$ cat src/rtl/score_tracker.sv
`default_nettype none
// ============================================================================
//  Module   : score_tracker
//  Purpose  : Round FSM with a saturating 3-digit BCD score, best-score and
//             new-record bookkeeping, and a free-running one-second tick
//             that restarts when a round ends.
//  Revision : 1.0  initial release
// ============================================================================
module score_tracker #(
  parameter int TICK_DIV = 65_000_000
) (
  input  logic        clk,
  input  logic        rst,
  input  logic        game_start,
  input  logic        jump_ok,
  input  logic        jump_fail,
  output logic [11:0] score,
  output logic [11:0] best_score,
  output logic        new_record,
  output logic        game_over,
  output logic        one_sec_tick
);

  localparam int            CW      = (TICK_DIV > 1) ? $clog2(TICK_DIV) : 1;
  localparam logic [CW-1:0] CNT_MAX = CW'(TICK_DIV - 1);

  typedef enum logic [1:0] {
    S_IDLE    = 2'd0,
    S_PLAYING = 2'd1,
    S_ENDED   = 2'd2
  } state_t;

  state_t        state_q;
  logic [11:0]   score_q;
  logic [11:0]   score_d;
  logic [11:0]   best_q;
  logic          new_record_q;
  logic [CW-1:0] tick_cnt_q;
  logic          tick_q;
  logic          end_round_w;

  // A miss while playing closes the round; it also re-phases the tick.
  assign end_round_w = (state_q == S_PLAYING) && jump_fail;

  // BCD increment of the score, holding at 999 instead of wrapping.
  always_comb begin
    score_d = score_q;
    if (score_q != 12'h999) begin
      if (score_q[3:0] != 4'd9) begin
        score_d[3:0] = score_q[3:0] + 4'd1;
      end else begin
        score_d[3:0] = 4'd0;
        if (score_q[7:4] != 4'd9) begin
          score_d[7:4] = score_q[7:4] + 4'd1;
        end else begin
          score_d[7:4]  = 4'd0;
          score_d[11:8] = score_q[11:8] + 4'd1;
        end
      end
    end
  end

  // Round FSM with the score, best score and record flag as registered outputs.
  always_ff @(posedge clk) begin
    if (!rst) begin
      state_q      <= S_IDLE;
      score_q      <= 12'h000;
      best_q       <= 12'h000;
      new_record_q <= 1'b0;
    end else begin
      case (state_q)
        S_IDLE, S_ENDED: begin
          if (game_start) begin
            state_q      <= S_PLAYING;
            score_q      <= 12'h000;
            new_record_q <= 1'b0;
          end
        end
        S_PLAYING: begin
          if (jump_fail) begin
            // BCD digit order matches binary magnitude order, so a plain
            // unsigned compare decides the record.
            state_q <= S_ENDED;
            if (score_q > best_q) begin
              best_q       <= score_q;
              new_record_q <= 1'b1;
            end else begin
              new_record_q <= 1'b0;
            end
          end else if (jump_ok) begin
            score_q <= score_d;
          end
        end
        default: begin
          state_q <= S_IDLE;
        end
      endcase
    end
  end

  // Free-running tick divider, restarted at round end so the first
  // end-screen tick lands exactly TICK_DIV cycles after game_over rises.
  always_ff @(posedge clk) begin
    if (!rst) begin
      tick_cnt_q <= '0;
      tick_q     <= 1'b0;
    end else if (end_round_w) begin
      tick_cnt_q <= '0;
      tick_q     <= 1'b0;
    end else if (tick_cnt_q == CNT_MAX) begin
      tick_cnt_q <= '0;
      tick_q     <= 1'b1;
    end else begin
      tick_cnt_q <= tick_cnt_q + CW'(1);
      tick_q     <= 1'b0;
    end
  end

  assign score        = score_q;
  assign best_score   = best_q;
  assign new_record   = new_record_q;
  assign game_over    = (state_q == S_ENDED);
  assign one_sec_tick = tick_q;

endmodule
`default_nettype wire

$ cat config.mk
export PLATFORM = sky130hd
export DESIGN_NAME = score_tracker
export DESIGN_NICKNAME = d
export VERILOG_FILES = /design/src/rtl/score_tracker.sv
export SDC_FILE = /design/constraint.sdc
export NUM_CORES = 1
export LEC_CHECK = 0
export BUFFER_PORTS_ARGS = -buffer_cell sky130_fd_sc_hd__buf_2
export CORE_AREA = 10 10 111 113
export DETAILED_ROUTE_END_ITERATION = 7
export DIE_AREA = 0 0 121 123
export PLACE_DENSITY = 0.53
export RECOVER_POWER = 25
export SLEW_MARGIN = 15
export SYNTH_ARGS = -nofsm -noshare
export SYNTH_HDL_FRONTEND = slang
export SYNTH_SLANG_ARGS = --single-unit
export TNS_END_PERCENT = 20
$ cat constraint.sdc
create_clock -name clk -period 5.71 [get_ports clk]
set_input_delay 0 -clock clk [delete_from_list [all_inputs] [get_ports clk]]
set_output_delay 0 -clock clk [all_outputs]
set_load 0.1 [all_outputs]
==> impl_metrics.env <==
export IMPL_max_slew_margin=0.206
export IMPL_p_clk_frac=0.325
export IMPL_end_kind="register"
export IMPL_hold_class="primary input to register"
export IMPL_min_delay_start="jump_fail"
export IMPL_grt_overflow=0
export IMPL_crit_fanout=25
export IMPL_placed_cells_incl_taps=500
export IMPL_setup_ws_ns=3.03
export IMPL_fin_area_sq_um=3320
export IMPL_chipHeight_um=123
export IMPL_dpl_hpwl_um=5080
export IMPL_areaGrowthSynthToFinish_pct=11.9
export IMPL_grt_total_usage=0.0951
export IMPL_clock_skew_final_ns=0.00686
export IMPL_yosysWarnings=0
export IMPL_min_to="state_q[0]$_SDFFE_PN0P_"
export IMPL_syn_area_sq_um=2960
export IMPL_die_area_sq_um=14900
export IMPL_synth_most_common_cell="dfxtp_1"
export IMPL_ys_async_sr_fraction=0
export IMPL_antenna_found_initial=0
export IMPL_gp_congestion=0.758
export IMPL_netlist_top_cells_count="dfxtp_1, nor2_1, nand2_1"
export IMPL_core_area_sq_um=10100
export IMPL_clockBufferDepth=2
export IMPL_grt_pass1_wl_um=11900
export IMPL_ys_flop_type="dfxtp_1"
export IMPL_max_freq_mhz=373
export IMPL_r2r_start="state_q[0]$_SDFFE_PN0P_"
export IMPL_critPathKind="register to register"
export IMPL_yosys_area_top_type_share=0.365
export IMPL_vias=2506
export IMPL_syn_inst=348
export IMPL_comb_power_share=0.128
export IMPL_htreeDepth=2
export IMPL_num_io_pins=32
export IMPL_syn_nets=372
export IMPL_max_stage_delay_ns=0.97
export IMPL_cts_resized=0
export IMPL_drive_above_1_share=0.0831
export IMPL_clk_pin_slew_ns=0.11
export IMPL_clock_sinks=54
export IMPL_internal_power_uw=496
export IMPL_viasPerCell=4.92
export IMPL_p_sw_frac=0.306
export IMPL_slowest_stage="a31oi_2"
export IMPL_cts_root_buf="clkbuf_8"
export IMPL_worstSetupStartpointType="register"
export IMPL_ys_ff_latch=54
export IMPL_worstPathArrival_ns=2.91
export IMPL_drc=0
export IMPL_reg2regPathDepth=5
export IMPL_p_per_area_nw_per_um2=215
export IMPL_hold_depth=3
export IMPL_synth_area_leaders="dfxtp_1, ha_1, nor2_1"
export IMPL_finalSetupTns_ns=0
export IMPL_grt_max_degree=54
export IMPL_rsz0062_at_grt="no"
export IMPL_leakagePower_nw=1.17
export IMPL_rows=37
export IMPL_yosys_area_top_type="dfxtp_1"
export IMPL_rrSetupSlack_ns=3.03
export IMPL_setup_viol=0
export IMPL_r2r_end="new_record$_SDFFE_PN0P_"
export IMPL_ys_types=49
export IMPL_clk_latency_ns=0.31
export IMPL_die_w_um=121
export IMPL_wl_per_cell_um=13.8
export IMPL_synth_edff_count=0
export IMPL_power_net_switching_uw=218
export IMPL_place_ws_ns=3.00
export IMPL_start_util=0.292
export IMPL_ir_worst_vdd_mv=0.0981
export IMPL_fin_crit_ns=2.68
export IMPL_drt_initial_drc_count=110
export IMPL_hold_viol_final=0
export IMPL_first_pass_iters=4
export IMPL_crit_required_ns=5.95
export IMPL_critPathBufInv=0
export IMPL_cts_setup_buffers=0
export IMPL_critPathTopFamily="compound AO/OA/AOI/OAI gates"
export IMPL_tightestPinTransition_ns=1.20
export IMPL_synth_avg_cell_area_sq_um=8.51
export IMPL_path_cells="nor2b_1 > nand2_1 > a31oi_2 > o21ai_0 > a21boi_0"
export IMPL_diodes=0
export IMPL_yosysSeqAreaShare=0.365
export IMPL_finalCritPeriodShare=0.469
export IMPL_max_cap_violations=0
export IMPL_antenna_left=0
export IMPL_wl_um=7050
export IMPL_dpl_cell_area_sq_um=3240
export IMPL_sequentialPowerShare=0.547
export IMPL_nNetsFinal=396
export IMPL_num_fill_cells=1089
export IMPL_cts_tree="built"
export IMPL_numCtsBuffers=5
export IMPL_portBuffers=31
export IMPL_fin_hold_ws_ns=0.0421
export IMPL_final_cells=509
export IMPL_grt_pass1_vias=2425
export IMPL_slew_violations=0
export IMPL_outcome="finished, final reports clean"
## cell usage in the layout, fill, tap and decap left out, types with 3 or more instances in the layout
cell type  instances
ha_1              19
buf_2             12
nand3_1           29
nor3b_1            3
a211oi_1           3
nor3_1             5
inv_1             20
a21oi_1            7
and3_1             5
clkbuf_1          19
nor2b_1            8
nand3b_1           6
a21boi_0           3
nor2_1            40
o21a_1             4
nand2_1           34
clkbuf_8           5
o221ai_1          12
o2111ai_1         12
a21o_1             3
mux2i_1            4
xnor2_1            9
xor2_1            16
dfxtp_1           54
o21ai_0            3
nand4_1            6
## timing repair
item | 4_1_cts | 5_1_grt
hold endpoints to repair | 1 | 0
endpoints found under the setup margin | 0 | 0
hold buffers | 1 | 0
## how the worst max path moves through the flow
stage | depth (start not counted) | startpoint | end
6_report | 5 | state_q[0]$_SDFFE_PN0P_ | new_record$_SDFFE_PN0P_
5_1_grt | 5 | state_q[0]$_SDFFE_PN0P_ | best_score[6]$_SDFFE_PN0P_
4_1_cts | 5 | state_q[0]$_SDFFE_PN0P_ | new_record$_SDFFE_PN0P_
3_5_place_dp | 5 | state_q[0]$_SDFFE_PN0P_ | new_record$_SDFFE_PN0P_
3_3_place_gp | 5 | state_q[0]$_SDFFE_PN0P_ | new_record$_SDFFE_PN0P_
2_1_floorplan | 7 | score[9]$_SDFFE_PN0P_ | best_score[4]$_SDFFE_PN0P_
## registers in the layout, indices dropped and copies added (netlist names)
name,count
state_q,2
tick_cnt_q,26
score,12
new_record,1
one_sec_tick,1
best_score,12
## power by group through the flow
stage	combinational, mW	clock, mW	sequential (mW)
2_1_floorplan	0.0544	0	0.415
3_3_place_gp	0.0909	0	0.400
3_5_place_dp	0.0921	0	0.399
4_1_cts	0.0930	0.245	0.391
5_1_grt	0.101	0.258	0.392
6_report	0.0914	0.232	0.391
## through the flow
stage / utilization / power, mW
floorplan: - / 0.470
global route: 0.327 / 0.751
finish: 0.327 / 0.715
global placement: 0.319 / 0.491
detailed placement: 0.319 / 0.491
CTS: 0.330 / 0.729
## metal layers
metal	track usage	routed length (um)	up-vias
li1	-	-	1293
met1	0.123	3410	1170
met2	0.155	3280	37
met3	0.0232	285	6
met4	0.0234	74	0
met5	0	0	-
## worst register-to-register path, stage by stage, from the launching register on
cell and delay [ns]:
dfxtp_1 0.43, nor2b_1 0.49, nand2_1 0.30, a31oi_2 0.97
o21ai_0 0.19, a21boi_0 0.22
## logic make-up (layout without fill, tap and decap cells)
kind of cell,after synthesis,count (layout),share of synthesized area
compound gates,58,58,0.152
xor+xnor,25,25,0.0739
fa+ha+maj,19,19,0.0802
buf+inv,36,61,0.0494
flops,54,54,0.365
mux,4,4,0.0135
simple gates,152,152,0.266
## final cells by class
| cell class | instances | area, sq um | share of cell area |
|---|---|---|---|
| clock buffers | 5 | 68.8 | 0.0208 |
| clock inverters | 3 | 28.8 | 0.00868 |
| inverters | 20 | 75.1 | 0.0226 |
| multi-input cells | 258 | 1740 | 0.526 |
| well taps | 136 | 170 | 0.0513 |
| flip-flops and latches | 54 | 1080 | 0.326 |
| repair buffers | 33 | 149 | 0.0449 |
No activity file was read; power rests on OpenSTA's default activity.
